--- config.mk ---
export PLATFORM = sky130hd
export DESIGN_NAME = alu_sequencer
export DESIGN_NICKNAME = d
export VERILOG_FILES = /design/src/rtl/cpu_defs.sv /design/src/rtl/mem_wait_timer.sv /design/src/rtl/alu_sequencer.sv
export SDC_FILE = /design/constraint.sdc
export NUM_CORES = 1
export LEC_CHECK = 0
export ABC_AREA = 0
export CORE_MARGIN = 2
export CORE_UTILIZATION = 30
export CTS_CLUSTER_DIAMETER = 150
export DETAILED_ROUTE_END_ITERATION = 8
export GPL_ROUTABILITY_DRIVEN = 0
export PLACE_DENSITY = 0.6
export SLEW_MARGIN = 20
export SYNTH_ARGS = -nofsm -noshare
export SYNTH_HDL_FRONTEND = slang
export SYNTH_SLANG_ARGS = --single-unit
--- constraint.sdc ---
create_clock -name CLK -period 2.25 [get_ports CLK]
set_input_delay 0.5625 -clock CLK [delete_from_list [all_inputs] [get_ports CLK]]
set_output_delay 0.5625 -clock CLK [all_outputs]
set_load 0.05 [all_outputs]
--- src/rtl/cpu_defs.sv ---
// Shared encodings for the multicycle sequencer: states, mux selects, ALU ops, opcodes.
// The control word is decoded from state alone; data-dependent strobes are gated at the top.
package cpu_defs;

    typedef enum logic [3:0] {
        S_IDLE     = 4'd0,
        S_FETCH    = 4'd1,
        S_DECODE   = 4'd2,
        S_EXEC_R   = 4'd3,
        S_EXEC_I   = 4'd4,
        S_WB_ALU   = 4'd5,
        S_MEM_ADDR = 4'd6,
        S_MEM_RD   = 4'd7,
        S_WB_MEM   = 4'd8,
        S_MEM_WR   = 4'd9,
        S_BRANCH   = 4'd10,
        S_JUMP     = 4'd11,
        S_FAULT    = 4'd12
    } state_t;

    localparam logic [1:0] SRCA_PC   = 2'd0;
    localparam logic [1:0] SRCA_REGA = 2'd1;
    localparam logic [1:0] SRCA_ZERO = 2'd2;
    localparam logic [1:0] SRCA_SP   = 2'd3;

    localparam logic [1:0] SRCB_REGB     = 2'd0;
    localparam logic [1:0] SRCB_CONST2   = 2'd1;
    localparam logic [1:0] SRCB_SIMM     = 2'd2;
    localparam logic [1:0] SRCB_IMM_SHL1 = 2'd3;

    localparam logic [1:0] ALUOP_ADD   = 2'd0;
    localparam logic [1:0] ALUOP_SUB   = 2'd1;
    localparam logic [1:0] ALUOP_FUNCT = 2'd2;
    localparam logic [1:0] ALUOP_PASSB = 2'd3;

    localparam logic [3:0] OP_R    = 4'h0;
    localparam logic [3:0] OP_I    = 4'h1;
    localparam logic [3:0] OP_LD   = 4'h2;
    localparam logic [3:0] OP_ST   = 4'h3;
    localparam logic [3:0] OP_BR   = 4'h4;
    localparam logic [3:0] OP_JMP  = 4'h5;
    localparam logic [3:0] OP_HALT = 4'hF;

    typedef struct packed {
        logic [1:0] srca;
        logic [1:0] srcb;
        logic [1:0] aluop;
        logic       pcwrite;   // unconditional PC load
        logic       fetch;     // IRWrite/PCWrite follow MemReady
        logic       branch;    // PCWrite follows Zero
        logic       memread;
        logic       memwrite;
        logic       regwrite;
        logic       memtoreg;
        logic       busy;
        logic       fault;
    } ctrl_t;

    function automatic ctrl_t decode_ctrl(input state_t s);
        ctrl_t c;
        c      = '0;
        c.busy = (s != S_IDLE);
        case (s)
            S_FETCH: begin
                c.srcb    = SRCB_CONST2;
                c.memread = 1'b1;
                c.fetch   = 1'b1;
            end
            S_DECODE:   c.srcb = SRCB_IMM_SHL1;
            S_EXEC_R: begin
                c.srca  = SRCA_REGA;
                c.aluop = ALUOP_FUNCT;
            end
            S_EXEC_I, S_MEM_ADDR: begin
                c.srca = SRCA_REGA;
                c.srcb = SRCB_SIMM;
            end
            S_WB_ALU:   c.regwrite = 1'b1;
            S_MEM_RD:   c.memread  = 1'b1;
            S_WB_MEM: begin
                c.regwrite = 1'b1;
                c.memtoreg = 1'b1;
            end
            S_MEM_WR:   c.memwrite = 1'b1;
            S_BRANCH: begin
                c.srca   = SRCA_REGA;
                c.aluop  = ALUOP_SUB;
                c.branch = 1'b1;
            end
            S_JUMP: begin
                c.srca    = SRCA_ZERO;
                c.srcb    = SRCB_IMM_SHL1;
                c.aluop   = ALUOP_PASSB;
                c.pcwrite = 1'b1;
            end
            S_FAULT:    c.fault = 1'b1;
            default:    c.busy  = (s != S_IDLE);
        endcase
        return c;
    endfunction

endpackage

--- src/rtl/mem_wait_timer.sv ---
// Counts memory wait cycles; expired flags the last permitted wait cycle.
// Latency: count updates on the clock edge; expired is combinational from the count.
module mem_wait_timer #(
    parameter int LIMIT = 15
) (
    input  logic clk,
    input  logic rst_n,
    input  logic clr,
    input  logic en,
    output logic expired
);
    localparam logic [3:0] LAST = 4'(LIMIT - 1);

    logic [3:0] cnt;

    always_ff @(posedge clk or negedge rst_n) begin
        if (!rst_n)
            cnt <= 4'd0;
        else if (clr)
            cnt <= 4'd0;
        else if (en)
            cnt <= cnt + 4'd1;
    end

    // A wait cycle seen with cnt at LAST is the one that would reach LIMIT.
    assign expired = (cnt == LAST);

endmodule

--- src/rtl/alu_sequencer.sv ---
// Multicycle control FSM driving ALU operand muxes, ALUOp and datapath write enables.
// Control word is registered alongside the state; only fetch/branch PC strobes see live inputs.
module alu_sequencer
    import cpu_defs::*;
#(
    parameter int OPCODE_W    = 4,
    parameter int MEM_TIMEOUT = 15
) (
    input  logic                CLK,
    input  logic                Reset,
    input  logic                Run,
    input  logic [OPCODE_W-1:0] Opcode,
    input  logic                Zero,
    input  logic                MemReady,
    output logic [1:0]          ALUSrcA,
    output logic [1:0]          ALUSrcB,
    output logic [1:0]          ALUOp,
    output logic                PCWrite,
    output logic                IRWrite,
    output logic                MemRead,
    output logic                MemWrite,
    output logic                RegWrite,
    output logic                MemToReg,
    output logic                Busy,
    output logic                Fault
);
    state_t state;
    state_t nxt;
    state_t done_nxt;
    ctrl_t  ctl;
    logic   waiting;
    logic   tmr_expired;

    assign done_nxt = Run ? S_FETCH : S_IDLE;
    assign waiting  = (state == S_FETCH) || (state == S_MEM_RD) || (state == S_MEM_WR);

    always_comb begin
        nxt = state;
        case (state)
            S_IDLE:     if (Run) nxt = S_FETCH;
            S_FETCH: begin
                if (MemReady)         nxt = S_DECODE;
                else if (tmr_expired) nxt = S_FAULT;
            end
            S_DECODE: begin
                case (Opcode)
                    OP_R:         nxt = S_EXEC_R;
                    OP_I:         nxt = S_EXEC_I;
                    OP_LD, OP_ST: nxt = S_MEM_ADDR;
                    OP_BR:        nxt = S_BRANCH;
                    OP_JMP:       nxt = S_JUMP;
                    OP_HALT:      nxt = S_IDLE;
                    default:      nxt = S_FAULT;
                endcase
            end
            S_EXEC_R, S_EXEC_I: nxt = S_WB_ALU;
            S_MEM_ADDR: nxt = (Opcode == OP_ST) ? S_MEM_WR : S_MEM_RD;
            S_MEM_RD: begin
                if (MemReady)         nxt = S_WB_MEM;
                else if (tmr_expired) nxt = S_FAULT;
            end
            S_MEM_WR: begin
                if (MemReady)         nxt = done_nxt;
                else if (tmr_expired) nxt = S_FAULT;
            end
            S_WB_ALU, S_WB_MEM, S_BRANCH, S_JUMP: nxt = done_nxt;
            S_FAULT:    nxt = S_FAULT;
            default:    nxt = S_FAULT;
        endcase
    end

    // Any state change restarts the wait count, so each access gets a full budget.
    mem_wait_timer #(
        .LIMIT (MEM_TIMEOUT)
    ) u_timer (
        .clk     (CLK),
        .rst_n   (Reset),
        .clr     (nxt != state),
        .en      (waiting && !MemReady),
        .expired (tmr_expired)
    );

    always_ff @(posedge CLK or negedge Reset) begin
        if (!Reset) begin
            state <= S_IDLE;
            ctl   <= '0;
        end else begin
            state <= nxt;
            ctl   <= decode_ctrl(nxt);
        end
    end

    assign ALUSrcA  = ctl.srca;
    assign ALUSrcB  = ctl.srcb;
    assign ALUOp    = ctl.aluop;
    assign IRWrite  = ctl.fetch & MemReady;
    assign PCWrite  = ctl.pcwrite | (ctl.fetch & MemReady) | (ctl.branch & Zero);
    assign MemRead  = ctl.memread;
    assign MemWrite = ctl.memwrite;
    assign RegWrite = ctl.regwrite;
    assign MemToReg = ctl.memtoreg;
    assign Busy     = ctl.busy;
    assign Fault    = ctl.fault;

endmodule
; ---- Yosys cells after proc, flatten, opt, wreduce, memory -nomap -nowiden
; Index checks and enable logic that the tools add are counted.
; Widths: inputs -> output; s select.
[op_classes]
n_bitwise = 4
muxes = 22
n_addsub = 1
eq_ne = 31
n_reduce_logical = 16
[op_table]
columns = op, n
row1 = $eq 4x4->1 const B, 11
row2 = $eq 4x3->1 const B, 10
row3 = $mux 4, 8
row4 = $pmux 4 s8, 1
row5 = $eq 4x2->1 const B, 6
row6 = $pmux 4 s6, 1
row7 = $eq 4x1->1 const B, 3
row8 = $pmux 2 s3, 2
row9 = $reduce_or 2->1, 6
row10 = $mux 1, 9
row11 = $logic_not 4->1, 2
row12 = $reduce_or 4->1, 2
row13 = $add 4x1->4 const B, 1
row14 = $ne 4x4->1, 1
row15 = $pmux 2 s2, 1
row16 = $reduce_bool 4->1, 1
row17 = $and 1x1->1, 2
row18 = $logic_or 1x1->1, 2
row19 = $or 1x1->1, 2
row20 = $reduce_bool 2->1, 1
row21 = $logic_and 1x1->1, 1
row22 = $logic_not 1->1, 1
[word_totals]
out_inout_bits = 14
ff_bits = 23

; ---- Logic depth before layout (Yosys ltp)
; Gate-level depths: netlist (run 1).
[depth]
word_depth = 7
depth_mapped = 9
mapped_depth_nobuf = 9

; ---- Modules after synthesis
; A second synthesis (run 1) with hierarchy kept.
[unflattened]
hier_cells = 150
area_unflattened_um2 = 1451.4
[by_module_without_submodules]
columns = module, n_inst, area_per_inst_um2, cells_per_inst, seq_area_each_um2
row1 = alu_sequencer, 1, 1231.2, 130, 475.5
row2 = mem_wait_timer, 1, 220.2, 20, 100.1

; ---- Least setup slack after synthesis (run 1)
; No wires, ideal clock.
[synth_timing]
path_type = input port to output port
from = input MemReady
to = output PCWrite
slack_ns = 0.052
arrival_ns = 1.635
t_required_ns = 1.688
n_path_buf = 1
stages = 3
path_cell_list = buf_2 > and2_1 > a211o_1
[synth_via]
elab_chain_cells = 3
[synth_lines]
columns = element, line_no
row1 = start: declaration, alu_sequencer.sv:14  ; input logic MemReady,
row2 = $and 1x1->1, --
row3 = via IRWrite, alu_sequencer.sv:19  ; output logic IRWrite,
row4 = $or 1x1->1 (2 in a row), alu_sequencer.sv:97  ; assign PCWrite = ctl.pcwrite | (ctl.fetch & MemReady) | (ctl.branch & Zero);
row5 = end: declaration, alu_sequencer.sv:18  ; output logic PCWrite,
; The timed path passes the listed nets, and every way through them passes these cells.

; ---- Worst setup path after layout (run 1)
[layout_timing]
from = input Opcode[0]
to = register u_timer.cnt[2]
[layout_via]
elab_chain_cells = 6
[layout_lines]
columns = element, line_no
row1 = start: declaration, alu_sequencer.sv:12  ; input logic [OPCODE_W-1:0] Opcode,
row2 = $eq 4x2->1 (on tied branches), "alu_sequencer.sv:46, alu_sequencer.sv:57"
row3 = $reduce_or 2->1, alu_sequencer.sv:46  ; case (Opcode)
row4 = $pmux 4 s6, alu_sequencer.sv:46
row5 = $pmux 4 s8 *, alu_sequencer.sv:39  ; case (state)
row6 = $ne 4x4->1 *, alu_sequencer.sv:78  ; .clr (nxt != state),
row7 = $mux 4 or $reduce_bool 2->1 (tied branches), --
row8 = end signal: assignment, mem_wait_timer.sv:22  ; cnt <= cnt + 4'd1;
row9 = end: declaration, mem_wait_timer.sv:14  ; logic [3:0] cnt;
; Mark *: on every way between the ends. The rest lies on a longest branch, timed or not.
; A chain may end at the register's enable or synchronous reset.

==> out/results.txt, run 1 <==
Leakage power = 0.890 nW
Worst Path Class, Setup = primary input to flip-flop
Root Driver = clkbuf_8
Die height = 72.0 um
Reg-to-reg slack, setup = 0.11 ns
Post-route ant nets = 0
Hold Path Class = flip-flop to flip-flop
Mapped Cells = 140
Largest net degree at the start of global routing = 23
Crit path to = u_timer.cnt[2]
CP endpoint kind = flip-flop
Synthesis-stage register bit count = 22
CP Data Arrival Time = 2.34 ns
Crit path top cell by count = buf_4
Yosys cell types = 54
Worst path bufs/invs = 3
Reg2reg path depth = 7
Slew headroom = 66.6%
Drt total wl = 3.46 mm
VDD IR max = 520 uV
Initial cell density of the core = 31.4%
First-pass GRT wire length = 5.97 mm
Reg2reg start = u_timer.cnt[1]
Synth Flop Type = dfrtp_1
Max frequency = 464 MHz
Nets@finish = 203
Setup violators final = 0
Min Tclk post-route = 2.16 ns
CTS Buf Count = 3
Area contributors post-synth = dfrtp_1 (40%), buf_4 (4.3%), nor2_1 (3.5%)
Ys async rst share = 100%
Via Count = 1275
Slew Viols, Final = 0
Sequential element share of the synthesized area = 39.7%
Clk Latency, worst-skew pair = 0.25 ns
EDFF count, synth = 0
Synthesized Nets = 151
CP Launch Point = Opcode[0]
Top Family by Delay on Critical Path = compound AO/OA/AOI/OAI gates
N_diodes = 0
Die ar. = 5180 um^2
Post-route clock period utilization = 95.8%
Hpwl dp = 2.64 mm
Final Util = 44.8%
Worst Path Max Fanout = 6
Core area = 4410 um^2
Non-filler cells, final = 243
Slew @ Worst Pin = 0.500 ns
CTS tree = done
Placed Cells = 237
Vias per inst = 5.25
Overflow after GRT = 0
Overall power = 2.58 mW
Number of remaining DRC errors = 0
Reg2Reg Capture Point = u_timer.cnt[3]
H-tree depth = 1
Longest Clk Path Bufs = 2
Mean Syn Cell Area = 9.90 um^2
Max Cap Viol = 0
Chip width = 72.0 um
Max incr delay on CP = 0.36 ns
Critical path required time = 2.44 ns
I/O pin count = 23
Area growth from synthesis to layout = 42.6%
Layout cells sized above 1 = 33.0%
Total global-route track usage = 14.3%
Drt wl/cell = 14.2 um
PortBufs = 22
Crit-path cells = dlygate4sd2_1, nor2b_1, o311ai_1, buf_4, nand2_1, buf_4, a2111oi_2, o21ai_2, nor2_1
Initial antenna violation count = 0
Area share of the largest cell type after synthesis = 39.7%
Crit start category = primary input
CTS clk-pin slew, worst paths = 0.07 ns
Via count of the first global-routing pass = 1290
Area of the mapped netlist = 1390 um^2
PD cells = 1310 nW/um^2
Outcome = finished, final reports clean
Ys Warns = 0
Final hold violations = 0
Row count = 24
TritonCTS Sinks = 22
DR pass1 iterations = 4
Clock Skews = 0.00280 ns
Yosys top cell by area = dfrtp_1
Unrepaired setup endpoints after global routing = no
Critical Path Stages = 9
Slowest-stage cell, CP = a2111oi_2
Drt initial violations = 69
## how the worst min path moves through the flow
stage                         from        endpoint  slack, ns  cells after the start
floorplan                    Reset        ALUOp[0]       0.27                      0
global placement    u_timer.cnt[3]  u_timer.cnt[3]       0.57                      2
detailed placement  u_timer.cnt[3]  u_timer.cnt[3]       0.58                      2
CTS                 u_timer.cnt[3]  u_timer.cnt[3]       0.62                      2
global route        u_timer.cnt[1]  u_timer.cnt[1]       0.64                      2
finish              u_timer.cnt[3]  u_timer.cnt[3]       0.61                      2
## cell type report
cell class / count / area (um^2)
fillers: 421 / 2440
repair buffers: 59 / 519
flip-flops and latches: 22 / 551
inverters: 8 / 30.0
multi-input cells: 98 / 757
clock buffers: 4 / 55.1
well taps: 52 / 65.1
## Yosys cell counts, types with 2 or more instances
library cell	number
buf_2	2
nand4_1	4
a211o_1	2
xnor2_1	2
nor2b_1	2
o32ai_1	2
nand2b_1	3
buf_4	8
buf_6	2
dfrtp_1	22
nand3_1	2
o21ai_0	7
a2111oi_2	2
nor3b_1	2
nand2_1	8
ha_1	2
nor3_1	3
a21oi_1	3
nor2_1	13
and2_1	4
a22o_1	2
xor2_1	3
or2_1	2
inv_1	8
## tightest hold or removal path, stage by stage (launching register included)
cell and delay, ns:
dfrtp_1 0.41, xor2_1 0.09, nor2_1 0.08
## cell families (layout without fill, tap and decap cells)
kind of cell | count (synthesis) | count (layout) | share of synthesized area [%]
DFF | 22 | 22 | 39.7
muxes | 1 | 1 | 0.722
buffers and inverters | 20 | 71 | 8.84
and+or+nand+nor | 53 | 53 | 24.3
AOI/OAI and AO/OA | 37 | 37 | 21.5
xor gates and xnor gates | 5 | 5 | 3.16
adders and majority gates | 2 | 2 | 1.80
## sequential cells by signal, summed over array words and instances (netlist names), 2 cells and up
signal,count
ALUSrcB,2
u_timer.cnt,4
ALUOp,2
state,4
ctl,3
## through the flow
step                setup WS [ns]  setup TNS [ns]  cell area, um^2  hold slack [ns]
finish                     0.0949               0             1980            0.615
global route              0.00874               0             1980            0.640
CTS                        0.0130               0             1970            0.618
detailed placement         -0.418           -5.38             1860            0.580
global placement           -0.414           -4.69             1860            0.573
floorplan                  0.0521               0             1390            0.267
## report_power, final
part           leakage, nW  total (mW)  switching (mW)  internal, mW
Clock               0.0288       0.271           0.115         0.156
Sequential           0.292       0.543          0.0382         0.505
Combinational        0.570        1.77            1.02         0.745
## timing repair
| item | 4_1_cts | 5_1_grt |
|---|---|---|
| resized for setup | 16 | 1 |
| setup endpoints to repair | 12 | 10 |
| buffers inserted | 1 | 1 |
| pin swaps | 8 | 3 |
| hold buffers | 0 | 0 |
## routing by layer
metal / vias up / track usage [%] / share of wire [%] / wire [um]
li1: 606 / - / - / -
met4: 0 / 1.68 / 0 / 0
met3: 0 / 3.75 / 7.6 / 263
met5: - / 0 / 0 / 0
met1: 616 / 19.1 / 44 / 1510
met2: 53 / 24.2 / 49 / 1690
## placed cells by master (no fill, tap or decap), types with 3 or more instances in the layout
cell              n
inv_1             8
nor3_1            3
nand4_1           4
nor2_1           13
clkdlybuf4s50_1  15
buf_4            36
nand2_1           8
clkbuf_8          4
nand2b_1          3
dlygate4sd2_1     4
dfrtp_1          22
and2_1            4
o21ai_0           6
xor2_1            3
(Power assumes the default switching activity.)
==> run 2, diff against run 1 <==
- CAP_MARGIN: not set -> 40
- GPL_TIMING_DRIVEN: not set -> 0
- SLEW_MARGIN: 20 -> 30
==> run 2 against run 1 <==
  * Routed wire length shrank 3.6%
  * Non-clock buffer count decreased by 16
  * First-iteration DRC count decreased by 7.2%
  * Largest cell class unchanged
  * Highest routed layer is now met4
  * Register-to-register slack better by 0.02 ns
  * Sequential share of layout area grew 1.2 points
==> out/results.txt, run 2 (synthesized netlist as in run 1, its figures left out) <==
Outcome = finished, final reports clean
Longest Clk Path Bufs = 2
Slew Viols, Final = 0
Drt total wl = 3.34 mm
Worst Hold Endpoint = u_timer.cnt[1]
Critical path required time = 2.44 ns
Leakage power = 0.832 nW
Reg-to-reg slack, setup = 0.13 ns
Reg2Reg Capture Point = u_timer.cnt[2]
H-tree depth = 1
Number of remaining DRC errors = 0
Drt wl/cell = 14.7 um
I/O pin count = 23
Post-route clock period utilization = 94.4%
Initial antenna violation count = 0
Setup violators final = 0
Combinational Power Share = 65.0%
Chip width = 72.0 um
Switching power of the nets = 1.24 mW
Drt initial violations = 64
Multi-input combinational cell area = 807 um^2
Post-place instance area = 1670 um^2
Max Cap Viol = 0
CTS Buf Count = 3
Initial cell density of the core = 31.4%
Overall power = 2.70 mW
Cell area after layout = 1910 um^2
Most frequent cells in the layout = dfrtp_1 (20), buf_4 (17), clkdlybuf4s50_1 (15), nor2_1 (10), inv_1 (8)
Row count = 24
Die ar. = 5180 um^2
Register area = 553 um^2
Placed Cells = 214
Core area = 4410 um^2
Non-filler cells, final = 227
Pre-CTS setup slack = -0.678 ns
Final worst slack = 0.126 ns
Clock share of power = 13.3%
Post-route ant nets = 0
CP endpoint kind = flip-flop
Hold Crit Depth = 2
PortBufs = 21
# fillers = 410
Slew @ Worst Pin = 0.681 ns
CTS tree = done
Unrepaired setup endpoints after global routing = no
Clk Latency, worst-skew pair = 0.26 ns
Via Count = 1208
Die height = 72.0 um
Vias per inst = 5.32
DR pass1 iterations = 4
Worst Path Class, Setup = primary input to flip-flop
Worst Path Max Fanout = 10
Total global-route track usage = 13.4%
Clock Skews = 0.00581 ns
Hpwl dp = 2.46 mm
Reg2reg path depth = 8
CP Data Arrival Time = 2.32 ns
Overflow after GRT = 0
CTS clk-pin slew, worst paths = 0.07 ns
TritonCTS Sinks = 22
Hold Path Class = flip-flop to flip-flop
Top flop regs = state (4), u_timer.cnt (4), ctl (3)
Final hold violations = 0
Internal power = 1.47 mW
Area growth from synthesis to layout = 37.5%
Min-delay src = u_timer.cnt[1]
Nets@finish = 187
Sequential power share = 21.7%
Min Tclk post-route = 2.12 ns
Crit start category = primary input
Slew headroom = 54.3%
Sw Ratio = 45.7%
PD cells = 1420 nW/um^2
Via count of the first global-routing pass = 1163
Commonest non-fill, non-tap cell in the layout = dfrtp_1
Layout cells sized above 1 = 33.7%
First-pass GRT wire length = 5.51 mm
N_diodes = 0
Setup TNS = 0 ns
Reg2reg start = u_timer.cnt[0]
Largest net degree at the start of global routing = 15
Max frequency = 471 MHz
Root Driver = clkbuf_8
VDD IR max = 704 uV
==> run 2: how the worst max path moves through the flow <==
| stage | from | end | slack (ns) | cells past startpoint |
|---|---|---|---|---|
| 6_report | MemReady | u_timer.cnt[2] | 0.13 | 8 |
| 3_3_place_gp | MemReady | PCWrite | -0.64 | 5 |
| 5_1_grt | u_timer.cnt[0] | ALUSrcB[1] | 0.004 | 8 |
| 2_1_floorplan | MemReady | PCWrite | 0.05 | 3 |
| 4_1_cts | Opcode[0] | RegWrite | 0.03 | 7 |
| 3_5_place_dp | MemReady | PCWrite | -0.68 | 5 |
==> run 2: repair_timing <==
| item | CTS | global route |
|---|---|---|
| hold buffers | 0 | 0 |
| setup endpoints to repair | 16 | 13 |
| setup buffers | 4 | 5 |
| pin swaps | 5 | 4 |
| resized for setup | 25 | 22 |
| hold endpoints to repair | 0 | 0 |
==> run 2: per-layer routing <==
layer	global-route usage [%]	part of all wire, %
met5	0	0
met4	2.10	0.30
met3	4.03	7.1
met2	20.8	48
met1	18.9	44
==> run 2: per-stage QoR <==
step / util [%] / hold WS, ns
2_1_floorplan: - / 0.267
3_3_place_gp: 37.6 / 0.582
3_5_place_dp: 37.9 / 0.605
4_1_cts: 40.7 / 0.618
5_1_grt: 43.2 / 0.647
6_report: 43.2 / 0.618
==> run 2: area by class of cell <==
type                       instances  share of cell area (%)
buffer                            12                    5.19
clock buffer                       3                    2.17
clock inverter                     1                    1.58
inverter                           8                    1.58
multi-input combinational         98                    42.4
sequential                        22                    29.0
tap                               52                    3.41
timing repair buffer              31                    14.7
==> run 2: critical path, cell delays in order <==
cell,delay (ns)
dlygate4sd2_1,0.25
buf_6,0.14
a31o_2,0.23
mux2i_2,0.23
o2111ai_2,0.19
a2111oi_4,0.44
o21ai_4,0.14
nor2_2,0.13
==> run 2: power by group through the flow <==
stage	combinational, mW	sequential, mW	clock (mW)
6_report	1.76	0.585	0.360
5_1_grt	1.89	0.597	0.385
2_1_floorplan	1.01	0.664	0
3_5_place_dp	1.46	0.577	0
3_3_place_gp	1.43	0.574	0
4_1_cts	1.54	0.572	0.372
==> run 3, diff against run 2 <==
- ABC_AREA: 0 -> not set
==> results of run 3 <==
No change in the layout: final DEF, timing and power equal those of run 2.
